File: src/rtl/auto_test_pkg.sv
// Shared constants, stream-select type and expected-pattern helper for the
// DCFEB auto-test readback checker.
package auto_test_pkg;

    localparam int DATA_W_DEF = 16;
    localparam int ADDR_W_DEF = 4;
    localparam int CNT_W_DEF  = 8;

    localparam logic [15:0] DAQ_SEED_DEF = 16'h0000;
    localparam logic [15:0] TRG_SEED_DEF = 16'hA5A5;

    typedef enum logic {
        STRM_DAQ = 1'b0,
        STRM_TRG = 1'b1
    } strm_e;

    // Low DATA_W bits of {DATA_W/2{~addr}, DATA_W/2{addr}} XOR seed; bits at and
    // above data_w are forced to zero so callers can compare zero-extended data.
    function automatic logic [31:0] exp_word(input logic [31:0] addr,
                                             input logic [31:0] seed,
                                             input int          addr_w,
                                             input int          data_w);
        logic [31:0] w;
        logic [4:0]  idx;
        int          half_bits;
        w         = 32'h0000_0000;
        half_bits = (data_w / 2) * addr_w;
        for (int j = 0; j < 32; j++) begin
            if (j < data_w) begin
                if (j < half_bits) begin
                    idx  = 5'(j % addr_w);
                    w[j] = addr[idx] ^ seed[j];
                end else begin
                    idx  = 5'((j - half_bits) % addr_w);
                    w[j] = ~addr[idx] ^ seed[j];
                end
            end else begin
                w[j] = 1'b0;
            end
        end
        return w;
    endfunction

endpackage

File: src/rtl/auto_test_err_cnt.sv
// Saturating per-stream mismatch counter with a latch port that folds in the
// same-cycle pending increment before publishing the count.
module auto_test_err_cnt
    import auto_test_pkg::*;
#(
    parameter int CNT_W = CNT_W_DEF
) (
    input  logic             CLK,
    input  logic             RST_N,
    input  logic             clr,
    input  logic             inc,
    input  logic             latch,
    output logic [CNT_W-1:0] errs,
    output logic             latch_nz
);

    localparam logic [CNT_W-1:0] CNT_MAX = {CNT_W{1'b1}};

    logic [CNT_W-1:0] run_r;
    logic [CNT_W-1:0] sum_s;
    logic [CNT_W-1:0] errs_r;

    // Running count plus this cycle's increment, held at the ceiling.
    always_comb begin
        sum_s = run_r;
        if (inc && (run_r != CNT_MAX)) begin
            sum_s = run_r + CNT_W'(1);
        end else begin
            sum_s = run_r;
        end
    end

    // Running counter; a latch hands the total to errs_r and restarts at zero.
    always_ff @(posedge CLK or negedge RST_N) begin
        if (!RST_N) begin
            run_r <= {CNT_W{1'b0}};
        end else if (clr || latch) begin
            run_r <= {CNT_W{1'b0}};
        end else begin
            run_r <= sum_s;
        end
    end

    // Published count survives address clears; only reset or a new latch changes it.
    always_ff @(posedge CLK or negedge RST_N) begin
        if (!RST_N) begin
            errs_r <= {CNT_W{1'b0}};
        end else if (latch) begin
            errs_r <= sum_s;
        end else begin
            errs_r <= errs_r;
        end
    end

    assign errs     = errs_r;
    assign latch_nz = (sum_s != {CNT_W{1'b0}});

endmodule

File: config.mk
export PLATFORM = sky130hd
export DESIGN_NAME = auto_test_err_cnt
export DESIGN_NICKNAME = d
export VERILOG_FILES = /design/src/rtl/auto_test_pkg.sv /design/src/rtl/auto_test_err_cnt.sv
export SDC_FILE = /design/constraint.sdc
export NUM_CORES = 1
export LEC_CHECK = 0
export CORE_UTILIZATION = 30
export DETAILED_ROUTE_END_ITERATION = 8
export PLACE_DENSITY = 0.59
export SLEW_MARGIN = 20
export SYNTH_ARGS = -nofsm -noshare
export SYNTH_HDL_FRONTEND = slang
export SYNTH_SLANG_ARGS = --single-unit
File: constraint.sdc
create_clock -name CLK -period 4.71 [get_ports CLK]
set_clock_uncertainty 0.05 [all_clocks]
set_input_delay 0.942 -clock CLK [delete_from_list [all_inputs] [get_ports CLK]]
set_output_delay 0.942 -clock CLK [all_outputs]
set_load 0.02 [all_outputs]
==> results.cfg, run 1 <==
[critical_path]
cp_slowest_cell = clkdlybuf4s50_1
required_ns = 3.72
start_kind = input pin
critPathTopFamily = buffers and inverters
timing.critical_path.mode_cell = clkdlybuf4s50_1
cp-startpoint = inc
r2r_slack_ns = 2.98
worst-path-stages = 7
worstRegToRegCells = 6
critPathKind = in2out
worstPathCellList = clkdlybuf4s50_1 -> and4_1 -> o211ai_2 -> xor2_1 -> and3_1 -> nand4_1 -> clkdlybuf4s50_1
critPathBufInv = 2
path_max_fanout = 6
r2r_end = errs[6]
slowest_delay_ns = 0.57
worstPathArrival_ns = 2.94
rr_startpoint = run_r[0]
setup.worst_path.end = latch_nz
crit_path_end_kind = primary output

[grt]
grt.met3_usage_pct = 1.437
gr-usage-met2_pct = 20.04
grt_use_total_pct = 12.94
grt_max_degree = 17
use_met1_pct = 17.08
grt_pass1_vias = 615
antenna_found_initial = 0
top_usage_layer = met2
overflow = 0
grt_pass1_wl_mm = 2.622

[floorplanning]
die_w_um = 53.10
fp.coreArea_mm2 = 0.002477
num_rows = 18
die-height_um = 53.10
ioPinCount = 14
start_util_pct = 31.62
die-area_mm2 = 0.002819

[drt]
viasPerCell = 4.860
drc = 0
ant_nets = 0
drtIter0Drc = 5
wl_per_cell_um = 12.26
num_vias = 588
wl_mm = 1.483
drt-pass1-iter-count = 4

[logic_synthesis]
netlist.area_leader.share_pct = 51.12
synthXorXnorAreaFrac_pct = 3.355
postSynth.asyncResetShare_pct = 100.0
synth_top_family_by_area = simple AND/OR/NAND/NOR gates
synth.area.mux_share_pct = 6.550
synth.avg_cell_area_um2 = 10.17
yosys_warnings = 0
synthAdderAreaFrac_pct = 1.597
synth_area_um2 = 783.3
syn_inst = 77
yosysSeqAreaShare_pct = 51.12
synth.distinct_cells = 26
yosysTopAreaCell = dfrtp_1
synth_common_cells = dfrtp_1, nor2_1, a21oi_1
syn_nets = 83
synth_compound_area_share_pct = 11.18
synthSimpleGateAreaFrac_pct = 23.80
synth_enable_flop_cells = 0
synth_seq_cells = 16
synth.most_common_cell = dfrtp_1
ys.flop_type = dfrtp_1
synthTopCellsByArea = dfrtp_1, nor2_1, mux2i_1

[timing]
setup_violations = 0
fmax_mhz = 254.3
slew_violations = 0
max_slew_margin_pct = 54.53
worst_pin_slew_ns = 0.6799
final-hold-violation-count = 0
rsz0062_at_grt = false
whs_ns = 0.4669
finalCritPeriodShare_pct = 83.48
period_needed_ns = 3.932
tns_ns = 0

[cells_and_area]
design_area_um2 = 965.9
area_growth_pct = 23.32
n_antenna_cell = 0
num-fill-cells = 252
nNetsFinal = 99
drive_above_1_share_pct = 10.99

[placement]
port_buffers = 13
placed_area_um2 = 943.4
place.gp.congestion = 0.7533
detailedPlacementHpwl_mm = 1.099

[cts]
h-tree-depth = 1
hold_buffers = 0
cts_buffers = 3
clock_sinks = 16
post_cts_buffers = 0
cts_root_buf = clkbuf_4
clk_pin_slew_ns = 0.09
cts_max_path_buffers = 2
tritoncts = built
post_cts_resized = 0
clkLatencyLatePin_ns = 0.28

[power_and_ir_drop]
ir_drop_mv = 0.1601
pwr_density_cell_mw_per_mm2 = 250.1
p_total_mw = 0.2416
power_leakage_nw = 0.4351

[hold_path]
hp-class = reg2reg

[run_status]
outcome = finished, final reports clean

[job]
cap_violations = 0
final cells by class:
type | count | area [µm²] | share of cell area [%]
clock buffers | 3 | 22.52 | 2.332
inverters | 3 | 11.26 | 1.166
multi-input cells | 56 | 364.1 | 37.69
flip-flops and latches | 16 | 400.4 | 41.45
well taps | 30 | 37.54 | 3.886
repair buffers | 13 | 130.1 | 13.47
how the worst min path moves through the flow:
stage | startpoint | endpoint | slack [ns] | cells past startpoint
after detailed placement | errs[2] | errs[2] | 0.45 | 1
after floorplan | run_r[1] | run_r[1] | 0.52 | 2
final | errs[2] | errs[2] | 0.47 | 1
after global placement | errs[2] | errs[2] | 0.45 | 1
after global routing | errs[2] | errs[2] | 0.49 | 1
after CTS | errs[2] | errs[2] | 0.47 | 1
sequential cells by signal (all words and copies together) (netlist names):
| signal | flops |
|---|---|
| run_r | 8 |
| errs | 8 |
worst register-to-register path: cells and delay by family (launching register included):
family	cells	cell delay, ns
flip-flops	1	0.42
multiplexers	1	0.10
AND/OR/NAND/NOR	3	0.62
adder cells (fa/ha/maj)	1	0.27
AO/OA/AOI/OAI	1	0.12
kinds of logic after synthesis:
group / count (synthesis)
XOR/XNOR: 3
AO/OA/AOI/OAI: 15
buffers and inverters: 5
AND/OR/NAND/NOR: 32
flip-flops: 16
adder cells (fa/ha/maj): 1
multiplexers: 5
placed cells by master, fill, tap and decap left out, types with 2 or more instances in the layout:
cell type        Yosys  layout
o21ai_0              3       3
inv_1                3       3
nand4_1              3       3
a21oi_1              7       7
nor2_1              12      12
and3_1               3       3
xor2_1               3       3
clkbuf_4             0       3
mux2i_1              4       4
o21ai_1              2       2
or2_1                2       2
clkdlybuf4s50_1      0      13
dfrtp_1             16      16
nand3_1              3       3
nand2_1              2       2
routing by layer:
metal  wire length, µm  part of all wire, %  up-vias
met5                 0                    0        -
met4                35                  2.4        0
met3                56                  3.8        5
met2               620                   42       14
met1               771                   52      271
li1                  -                    -      298
report_power, final:
group / internal, mW / switching, mW
clock: 0.0297 / 0.0395
combinational: 0.0134 / 0.0160
sequential: 0.141 / 0.00223
stage by stage:
stage	cells	utilization (%)	setup WS, ns
floorplan	77	-	1.861
global placement	118	38.08	0.7827
detailed placement	118	38.08	0.7781
CTS	121	38.99	0.7763
global route	121	38.99	0.6296
finish	121	38.99	0.7779
(Power assumes the default switching activity.)
==> run 2, diff against run 1 <==
clock period = 3.7 ns   (was 4.71 ns; I/O delays follow)
==> results.cfg, run 2 (synthesis gave the netlist of run 1 again) <==
[cts]
h-tree-depth = 1
post_cts_buffers = 0
cts_buffers = 3
tritoncts = built
cts_max_path_buffers = 2
clk_pin_slew_ns = 0.09
clkLatencyLatePin_ns = 0.27
clock_sinks = 16
post_cts_resized = 0
hold_buffers = 0
cts_root_buf = clkbuf_4

[timing]
slew_violations = 0
worst_pin_slew_ns = 0.6699
fmax_mhz = 286.9
setup_violations = 0
period_needed_ns = 3.486
rsz0062_at_grt = false
finalCritPeriodShare_pct = 94.22
final-hold-violation-count = 0
tns_ns = 0
max_slew_margin_pct = 55.20

[grt]
grt_max_degree = 17
grt_pass1_vias = 550
grt_use_total_pct = 12.24
overflow = 0
gr-usage-met2_pct = 19.62
top_usage_layer = met2
grt_pass1_wl_mm = 2.484
antenna_found_initial = 0
grt.met3_usage_pct = 2.874
use_met1_pct = 16.64

[power_and_ir_drop]
ir_drop_mv = 0.2185
pwr_density_cell_mw_per_mm2 = 333.8
power_leakage_nw = 0.4465
p_total_mw = 0.3295

[job]
cap_violations = 0

[drt]
wl_mm = 1.435
num_vias = 575
viasPerCell = 4.675
ant_nets = 0
drtIter0Drc = 11
drt-pass1-iter-count = 4
drc = 0
wl_per_cell_um = 11.67

[cells_and_area]
drive_above_1_share_pct = 12.90
final_common_cell = dfrtp_1
layout_common_cells = dfrtp_1, clkdlybuf4s50_1, nor2_1
area_growth_pct = 26.04
n_antenna_cell = 0
post-route-util_pct = 39.85
nNetsFinal = 100
design_area_um2 = 987.2

[critical_path]
start_kind = input pin
required_ns = 2.91
critPathKind = in2out
crit_path_end_kind = primary output
worstPathArrival_ns = 2.70
path_max_fanout = 6

[placement]
placed_area_um2 = 950.9
place.gp.congestion = 0.7730
port_buffers = 13
detailedPlacementHpwl_mm = 1.087

[floorplanning]
ioPinCount = 14
die_w_um = 53.10
die-area_mm2 = 0.002819
die-height_um = 53.10
num_rows = 18
fp.coreArea_mm2 = 0.002477
start_util_pct = 31.62

[run_status]
outcome = finished, final reports clean

[hold_path]
hp-class = reg2reg
-- run 2: path summary, 6_finish.rpt --
| check | depth (start not counted) | end | slack [ns] | from |
|---|---|---|---|---|
| worst max-delay path | 7 | latch_nz | 0.21 | inc |
| worst min-delay path | 2 | errs[4] | 0.47 | errs[4] |
| worst max register to register | 6 | errs[6] | 1.97 | run_r[0] |
| worst min register to register | 2 | errs[4] | 0.47 | errs[4] |
| max in group asynchronous | 1 | run_r[2] | 2.36 | RST_N |
| min in group asynchronous | 1 | errs[7] | 0.82 | RST_N |
-- run 2: per-stage QoR --
step / hold slack, ns / cells / setup slack, ns
2_1_floorplan: 0.3944 / 77 / 1.255
3_3_place_gp: 0.4529 / 119 / 0.2184
3_5_place_dp: 0.4459 / 119 / 0.2105
4_1_cts: 0.4779 / 123 / 0.2017
5_1_grt: 0.4991 / 123 / 0.04758
6_report: 0.4689 / 123 / 0.2140
-- run 2: cell type report --
type	count	area, µm²
multi-input cells	56	364.1
flip-flops and latches	16	400.4
inverters	3	11.26
clock buffers	4	36.28
well taps	30	37.54
repair buffers	14	137.6
fillers	246	1490
-- run 2: critical path: stages --
cell             delay (ns)
clkdlybuf4s50_1        0.50
and3_1                 0.24
and3_1                 0.21
or2_1                  0.22
a21oi_1                0.14
nand4_1                0.10
clkdlybuf4s50_1        0.56
-- run 2: report_power, final --
part,switching [mW],total [mW],internal [mW]
sequential,0.00290,0.182,0.179
clock,0.0503,0.110,0.0598
combinational,0.0202,0.0373,0.0171
total,0.0734,0.330,0.256
-- run 2: per-layer routing --
metal  up-vias  wire (µm)
li1        302          -
met5         -          0
met1       262        743
met4         0          0
met3         0         59
met2        11        633
